$ cat config.mk
export PLATFORM = sky130hd
export DESIGN_NAME = iob_cache_be_arbiter
export DESIGN_NICKNAME = d
export VERILOG_FILES = /design/src/rtl/iob_cache_be_arbiter_pkg.sv /design/src/rtl/iob_cache_rr_sel.sv /design/src/rtl/iob_cache_be_arbiter.sv
export SDC_FILE = /design/constraint.sdc
export NUM_CORES = 1
export LEC_CHECK = 0
export CORE_AREA = 5 5 104 106
export DETAILED_ROUTE_END_ITERATION = 7
export DIE_AREA = 0 0 109 111
export PLACE_DENSITY = 0.65
export SLEW_MARGIN = 20
export SYNTH_ARGS = -nofsm -noshare
export SYNTH_HDL_FRONTEND = slang
export SYNTH_HIERARCHICAL = 1
export SYNTH_SLANG_ARGS = --single-unit
$ cat constraint.sdc
create_clock -name clk_i -period 3.1 [get_ports clk_i]
set_clock_uncertainty 0.15 [all_clocks]
set_input_delay 0.775 -clock clk_i [delete_from_list [all_inputs] [get_ports clk_i]]
set_output_delay 0.775 -clock clk_i [all_outputs]
set_load 0.02 [all_outputs]
$ cat src/rtl/iob_cache_be_arbiter_pkg.sv
// Shared types and helpers for the cache back-end arbiter.
// Optional beat-locking is enabled with IOB_CACHE_BE_ARB_LOCK_EN.
package iob_cache_be_arbiter_pkg;

  typedef enum logic {
    IDLE = 1'b0,
    BUSY = 1'b1
  } arb_state_t;

  function automatic int clog2(input int value);
    int result;
    int rem;
    result = 0;
    rem    = value - 1;
    while (rem > 0) begin
      result++;
      rem = rem >> 1;
    end
    return result;
  endfunction

  // Index widths never collapse to zero bits, even for a single requester.
  function automatic int grant_w(input int count);
    return (clog2(count) < 1) ? 1 : clog2(count);
  endfunction

endpackage

$ cat src/rtl/iob_cache_rr_sel.sv
// Rotate-priority encoder: first set request at or above rr_ptr, wrapping.
module iob_cache_rr_sel
  import iob_cache_be_arbiter_pkg::*;
#(
  parameter int NREQ    = 2,
  parameter int GRANT_W = grant_w(NREQ)
) (
  input  logic [NREQ-1:0]    req,
  input  logic [GRANT_W-1:0] rr_ptr,
  output logic [GRANT_W-1:0] winner,
  output logic               any_req
);

  logic [NREQ-1:0]    rotated;
  logic [GRANT_W-1:0] offset;
  logic [GRANT_W:0]   sum;

  assign rotated = NREQ'({req, req} >> rr_ptr);
  assign any_req = |req;

  // Lowest set bit of the rotated vector is the distance from rr_ptr.
  always_comb begin
    offset = '0;
    for (int i = NREQ - 1; i >= 0; i--) begin
      if (rotated[i]) offset = GRANT_W'(i);
    end
  end

  assign sum    = {1'b0, rr_ptr} + {1'b0, offset};
  assign winner = (sum >= (GRANT_W + 1)'(NREQ)) ?
                  GRANT_W'(sum - (GRANT_W + 1)'(NREQ)) : sum[GRANT_W-1:0];

endmodule

$ cat src/rtl/iob_cache_be_arbiter.sv
// Round-robin arbiter sharing one IOb native back-end port between NREQ caches.
// Define IOB_CACHE_BE_ARB_LOCK_EN to keep up to MAX_LOCK consecutive beats atomic.
module iob_cache_be_arbiter
  import iob_cache_be_arbiter_pkg::*;
#(
  parameter int NREQ     = 2,
  parameter int ADDR_W   = 32,
  parameter int DATA_W   = 32,
  parameter int MAX_LOCK = 16
) (
  input  logic                     clk_i,
  input  logic                     rst_n_i,
  input  logic [NREQ-1:0]          req_i,
  input  logic [NREQ*ADDR_W-1:0]   addr_i,
  input  logic [NREQ*DATA_W-1:0]   wdata_i,
  input  logic [NREQ*DATA_W/8-1:0] wstrb_i,
  output logic [DATA_W-1:0]        rdata_o,
  output logic [NREQ-1:0]          ack_o,
  output logic                     be_req_o,
  output logic [ADDR_W-1:0]        be_addr_o,
  output logic [DATA_W-1:0]        be_wdata_o,
  output logic [DATA_W/8-1:0]      be_wstrb_o,
  input  logic [DATA_W-1:0]        be_rdata_i,
  input  logic                     be_ack_i
);

  localparam int GRANT_W = grant_w(NREQ);
  localparam int STRB_W  = DATA_W / 8;

  arb_state_t         state_q, state_d;
  logic [GRANT_W-1:0] grant_q, grant_d;
  logic [GRANT_W-1:0] rr_ptr_q, rr_ptr_d;
  logic [GRANT_W-1:0] winner;
  logic [GRANT_W-1:0] next_ptr;
  logic               any_req;
  logic               gnt_req;

`ifdef IOB_CACHE_BE_ARB_LOCK_EN
  localparam int LOCK_W = grant_w(MAX_LOCK);
  localparam logic [LOCK_W-1:0] LOCK_LAST = LOCK_W'(MAX_LOCK - 1);

  logic [LOCK_W-1:0] lock_cnt_q, lock_cnt_d;
`endif

  iob_cache_rr_sel #(
    .NREQ    (NREQ),
    .GRANT_W (GRANT_W)
  ) u_rr_sel (
    .req     (req_i),
    .rr_ptr  (rr_ptr_q),
    .winner  (winner),
    .any_req (any_req)
  );

  assign gnt_req  = req_i[grant_q];
  assign next_ptr = (grant_q == GRANT_W'(NREQ - 1)) ? '0 : grant_q + 1'b1;

  always_ff @(posedge clk_i or negedge rst_n_i) begin
    if (!rst_n_i) begin
      state_q  <= IDLE;
      grant_q  <= '0;
      rr_ptr_q <= '0;
    end else begin
      state_q  <= state_d;
      grant_q  <= grant_d;
      rr_ptr_q <= rr_ptr_d;
    end
  end

`ifdef IOB_CACHE_BE_ARB_LOCK_EN
  always_ff @(posedge clk_i or negedge rst_n_i) begin
    if (!rst_n_i) lock_cnt_q <= '0;
    else          lock_cnt_q <= lock_cnt_d;
  end
`endif

  // Back-end outputs are only driven while BUSY so a reset clears them at once.
  always_comb begin
    state_d    = state_q;
    grant_d    = grant_q;
    rr_ptr_d   = rr_ptr_q;
    be_req_o   = 1'b0;
    be_addr_o  = '0;
    be_wdata_o = '0;
    be_wstrb_o = '0;
    ack_o      = '0;
    rdata_o    = '0;
`ifdef IOB_CACHE_BE_ARB_LOCK_EN
    lock_cnt_d = lock_cnt_q;
`endif
    case (state_q)
      IDLE: begin
        if (any_req) begin
          grant_d = winner;
          state_d = BUSY;
        end
      end
      BUSY: begin
        be_req_o   = gnt_req;
        be_addr_o  = addr_i[grant_q*ADDR_W +: ADDR_W];
        be_wdata_o = wdata_i[grant_q*DATA_W +: DATA_W];
        be_wstrb_o = wstrb_i[grant_q*STRB_W +: STRB_W];
        if (!gnt_req) begin
          state_d = IDLE;
`ifdef IOB_CACHE_BE_ARB_LOCK_EN
          // A drop after at least one locked beat is a normal release.
          if (lock_cnt_q != '0) rr_ptr_d = next_ptr;
          lock_cnt_d = '0;
`endif
        end else if (be_ack_i) begin
          ack_o[grant_q] = 1'b1;
          rdata_o        = be_rdata_i;
`ifdef IOB_CACHE_BE_ARB_LOCK_EN
          if (lock_cnt_q == LOCK_LAST) begin
            state_d    = IDLE;
            rr_ptr_d   = next_ptr;
            lock_cnt_d = '0;
          end else begin
            lock_cnt_d = lock_cnt_q + 1'b1;
          end
`else
          state_d  = IDLE;
          rr_ptr_d = next_ptr;
`endif
        end
      end
      default: state_d = IDLE;
    endcase
  end

endmodule

**Word level (Yosys, flattened, before mapping)**

Cells that the tools add are included.

- Flip-flop bits (word level): 3
- Bits in latches: 0
- RAM bits: 0
- ROM bits: 0
- Bits of input ports: 173
- Output and inout bits: 103
- Word-level logic and storage cells: 40
- Memories kept: 0

- Add/sub/neg operators: 3
- Multiply operators: 0
- Div/mod/pow operators: 0
- $lt $le $gt $ge: 3
- Equality and inequality tests: 0
- Shift operators: 4
- Muxes and demuxes: 22
- Bitwise gates (word level): 1
- Reduce and logical (&&, ||, !) cells: 4

Operator list:

| kind | count |
|---|---|
| 32-bit 2-to-1 mux | 5 |
| 64-bit by 7-bit indexed part select with 32-bit output | 2 |
| 1-bit 2-to-1 mux | 11 |
| 8-bit by 4-bit indexed part select with 4-bit output | 1 |
| 2-bit 2-to-1 mux | 3 |
| 4-bit 2-to-1 mux | 1 |
| 4-bit by 1-bit right shift with 2-bit output | 1 |
| 3-bit AND reduction | 1 |
| 1-bit by 1-bit adder with 2-bit output | 1 |
| 2-bit greater-or-equal comparator, second input constant | 1 |
| 1-bit by 2-bit less-than comparator with 1-bit output, second input constant | 1 |
| 1-bit one-hot mux with 2 select lines | 1 |
| 2-bit AND reduction | 1 |
| 2-bit OR reduction | 1 |
| 1-bit adder, second input constant | 1 |
| 1-bit demux with 1-bit select | 1 |
| 1-bit greater-or-equal comparator, second input constant | 1 |
| 1-bit logical AND | 1 |
| 1-bit NOT | 1 |
| 1-bit subtractor, second input constant | 1 |

**Longest topological paths before layout**

- Depth after elaboration: 7
- Gate-level depth with buffers: 4
- Mapped depth without buffers: 3

**By module**

The synthesis kept the hierarchy.

Modules (own cells, without submodules):

| module | times used | cells an instance | area an instance (sq um) | sequential area each (sq um) |
|---|---|---|---|---|
| iob_cache_be_arbiter | 1 | 205 | 1801.7 | 75.1 |
| iob_cache_rr_sel | 1 | 4 | 18.8 | 0.0 |

**Worst setup path after synthesis**

Ideal clock, no wire load.

- Path kind: input -> output
- Start point: input port be_ack_i
- End point: output port rdata_o[1]
- Arrival: 1623 ps
- Data required time: 2175 ps
- Slack: 552 ps
- Cell stages on the path: 3
- Path buffers: 1
- Path through: nand2_1 -> buf_2 -> nor3b_1

- Word-level cells in the longest chain between the ends: 3

RTL lines:

| item | RTL line | text |
|---|---|---|
| from (decl) | iob_cache_be_arbiter.sv:24 | `input logic be_ack_i` |
| 32-bit 2-to-1 mux | iob_cache_be_arbiter.sv:110 | `end else if (be_ack_i) begin` |
| 32-bit 2-to-1 mux | iob_cache_be_arbiter.sv:103 | `if (!gnt_req) begin` |
| 32-bit 2-to-1 mux | iob_cache_be_arbiter.sv:91 | `case (state_q)` |
| to (decl) | iob_cache_be_arbiter.sv:17 | `output logic [DATA_W-1:0] rdata_o,` |

Every way passes these cells.

**Worst setup path in the final report**

- Start point: input port req_i[0]
- End point: output port rdata_o[24]

- Word-level cells in the longest chain between the ends: 4

RTL lines:

| item | RTL line | text |
|---|---|---|
| from (decl) | iob_cache_be_arbiter.sv:13 | `input logic [NREQ-1:0] req_i,` |
| 1-bit 2-to-1 mux (implied by the code) (2 in series) | iob_cache_be_arbiter.sv:55 | `assign gnt_req = req_i[grant_q];` |
| 32-bit 2-to-1 mux | iob_cache_be_arbiter.sv:103 |  |
| 32-bit 2-to-1 mux | iob_cache_be_arbiter.sv:91 |  |

Every way passes these cells. The select of a mux whose other input is x is not followed.

==> impl_metrics.ini <==
[status]
outcome = finished clean

[critical_path]
worstSetupPathType = primary input to output pin
worstPathMaxFanout = 11
cp-start-kind = primary input
critPathCaptureType = output pin
crit_required_ns = 2.17
crit_arrival_ns = 2.12

[floorplanning]
die_y_um = 111
core_area_mm2 = 0.00968
dieArea_mm2 = 0.0121
initial_utilization_pct = 18.8
rows = 36
ios = 276
die_w_um = 109

[layout]
syn_to_final_growth_pct = 157
layout-drive-gt1-share_pct = 13.2
seq_area_um2 = 80.1
fillers = 940
diodes = 0
fin_area_mm2 = 0.00468
fin_util_pct = 48.4
layout.nets = 651
multi_input_area_mm2 = 0.00161

[route]
wl_mm = 9.73
ant_nets = 0
num_vias = 2512
drtPass1Iterations = 4
viasPerCell = 4.12
wire_per_inst_um = 15.9
drt-initial-drc-count = 64
drcViolationCount = 0

[logic_synthesis]
synthDistinctLibCells = 20
synth.top_cells.by_area = mux2i_1, nor2b_1, nor3b_2
synthFlopType = dfrtp_1
synth_common_cells = nor2b_1, mux2i_1, nor3b_2
synth_seq_area_share_pct = 4.12
yosysMostFrequentCell = nor2b_1
synth_edf_count = 0
yosys.area.top_type = mux2i_1
netlist_area_mm2 = 0.00182
synth_cells = 209
yosys_warnings = 6
avgSynthCellArea_um2 = 8.71
syn_nets = 382
synth_top_area_share_pct = 37.4
postSynth.asyncResetShare_pct = 100
ys_ff_latch = 3

[clock_network]
holdBufCountCts = 0
clkTransAtPathRegs_ns = 0.03
clock_latency_ns = 0.21
numCtsBuffers = 3
cts.sinks = 3
h-tree-depth = 1
cts_tree = done
clock_path_buffers = 2
clockRootBuffer = clkbuf_8
cts_setup_buffers = 0

[sta]
slew_violations = 0
grt_setup_unrepaired = no
tightest_slew_ns = 0.388
hold_viol = 0
fmax_mhz = 329
min_period_over_period_pct = 98.1
slew_headroom_pct = 74.2
setup_viol = 0
setup_slack_ns = 0.0578
min_period_ns = 3.04
fin_setup_tns_ns = 0

[grt]
grt_pass1_vias = 2585
grt_overflow = 0
met2_usage_pct = 27.6
use_met3_pct = 7.34
grt-busiest-layer = met2
grt_util_met1_pct = 13.3
track_usage_pct = 14.5
antenna_found_initial = 0
grt_max_degree = 48
grt_pass1_wl_mm = 13.8

[placed_design]
gp_congestion = 0.758
placed_area_mm2 = 0.00473
port_buffers = 275
place_hpwl_mm = 8.45
dp_slack_ns = -0.354

[pwr]
powerDensity_mw_per_mm2 = 543
power.total_mw = 2.54
ir_drop_mv = 0.291
p_leak_nw = 1.83

[hold_path]
hold_class = register to register

[run]
cap_violations = 0
## power breakdown
group	switching (mW)	total, mW	internal (mW)
logic	1.14	2.34	1.21
registers	0.0234	0.0847	0.0613
clock network	0.0261	0.114	0.0877
total	1.19	2.54	1.36
## critical path, stage by stage
cell	delay, ns
clkdlybuf4s50_1	0.53
mux2i_4	0.10
buf_4	0.21
nor3b_2	0.18
clkdlybuf4s15_1	0.32
## layout make-up
cell class / instances / area share (%)
multi-input cells: 184 / 34.3
repair buffers: 286 / 59.4
well taps: 133 / 3.55
flip-flops and latches: 3 / 1.71
clock buffers: 4 / 0.962
## sequential cells by signal, summed over array words and instances, names as in the netlist
name / cells
state_q: 1
grant_q: 1
rr_ptr_q: 1
## final timing paths
check | from | to | slack (ns) | cells past startpoint
worst max-delay path | req_i[0] | rdata_o[24] | 0.06 | 5
worst min-delay path | rr_ptr_q | rr_ptr_q | 0.47 | 2
worst max register to register | grant_q | rr_ptr_q | 1.61 | 4
worst min register to register | rr_ptr_q | rr_ptr_q | 0.47 | 2
max in group asynchronous | rst_n_i | grant_q | 2.06 | 1
min in group asynchronous | rst_n_i | grant_q | 0.59 | 1
## placed cells by master (no fill, tap or decap), types with 2 or more instances in the layout
cell and instances:
clkdlybuf4s50_1 239, nor2b_1 71, mux2i_1 68, nor3b_2 29
clkbuf_2 15, dlygate4sd2_1 12, clkdlybuf4s15_1 8, buf_4 8
nor3b_1 4, clkbuf_8 3, buf_12 3, nand2_1 2
## repair_timing
action                                 in CTS  in global routing
setup endpoints to repair                  35                 23
endpoints found under the hold margin       0                  0
cloned                                      0                  0
gates resized for setup                    38                 41
## logic make-up after synthesis
| kind of cell | Yosys count | share of synthesized area (%) |
|---|---|---|
| multiplexers | 70 | 39.2 |
| flip-flops | 3 | 4.12 |
| AND/OR/NAND/NOR | 111 | 48.0 |
| AO/OA/AOI/OAI | 3 | 1.03 |
| buffers and inverters | 22 | 7.56 |
## metal layers
layer / vias to the layer above / share of wire (%) / wire length, um
met3: 12 / 14 / 1380
met2: 159 / 52 / 5010
li1: 1253 / - / -
met1: 1088 / 33 / 3160
met5: - / 0 / 0
met4: 0 / 1.8 / 172
## metrics by stage
stage / hold slack [ns] / std cells
after floorplan: 0.329 / 209
after global placement: 0.447 / 606
after detailed placement: 0.468 / 606
after CTS: 0.473 / 610
after global routing: 0.485 / 610
final: 0.468 / 610
Note: power is estimated with default switching activity, not from simulation.
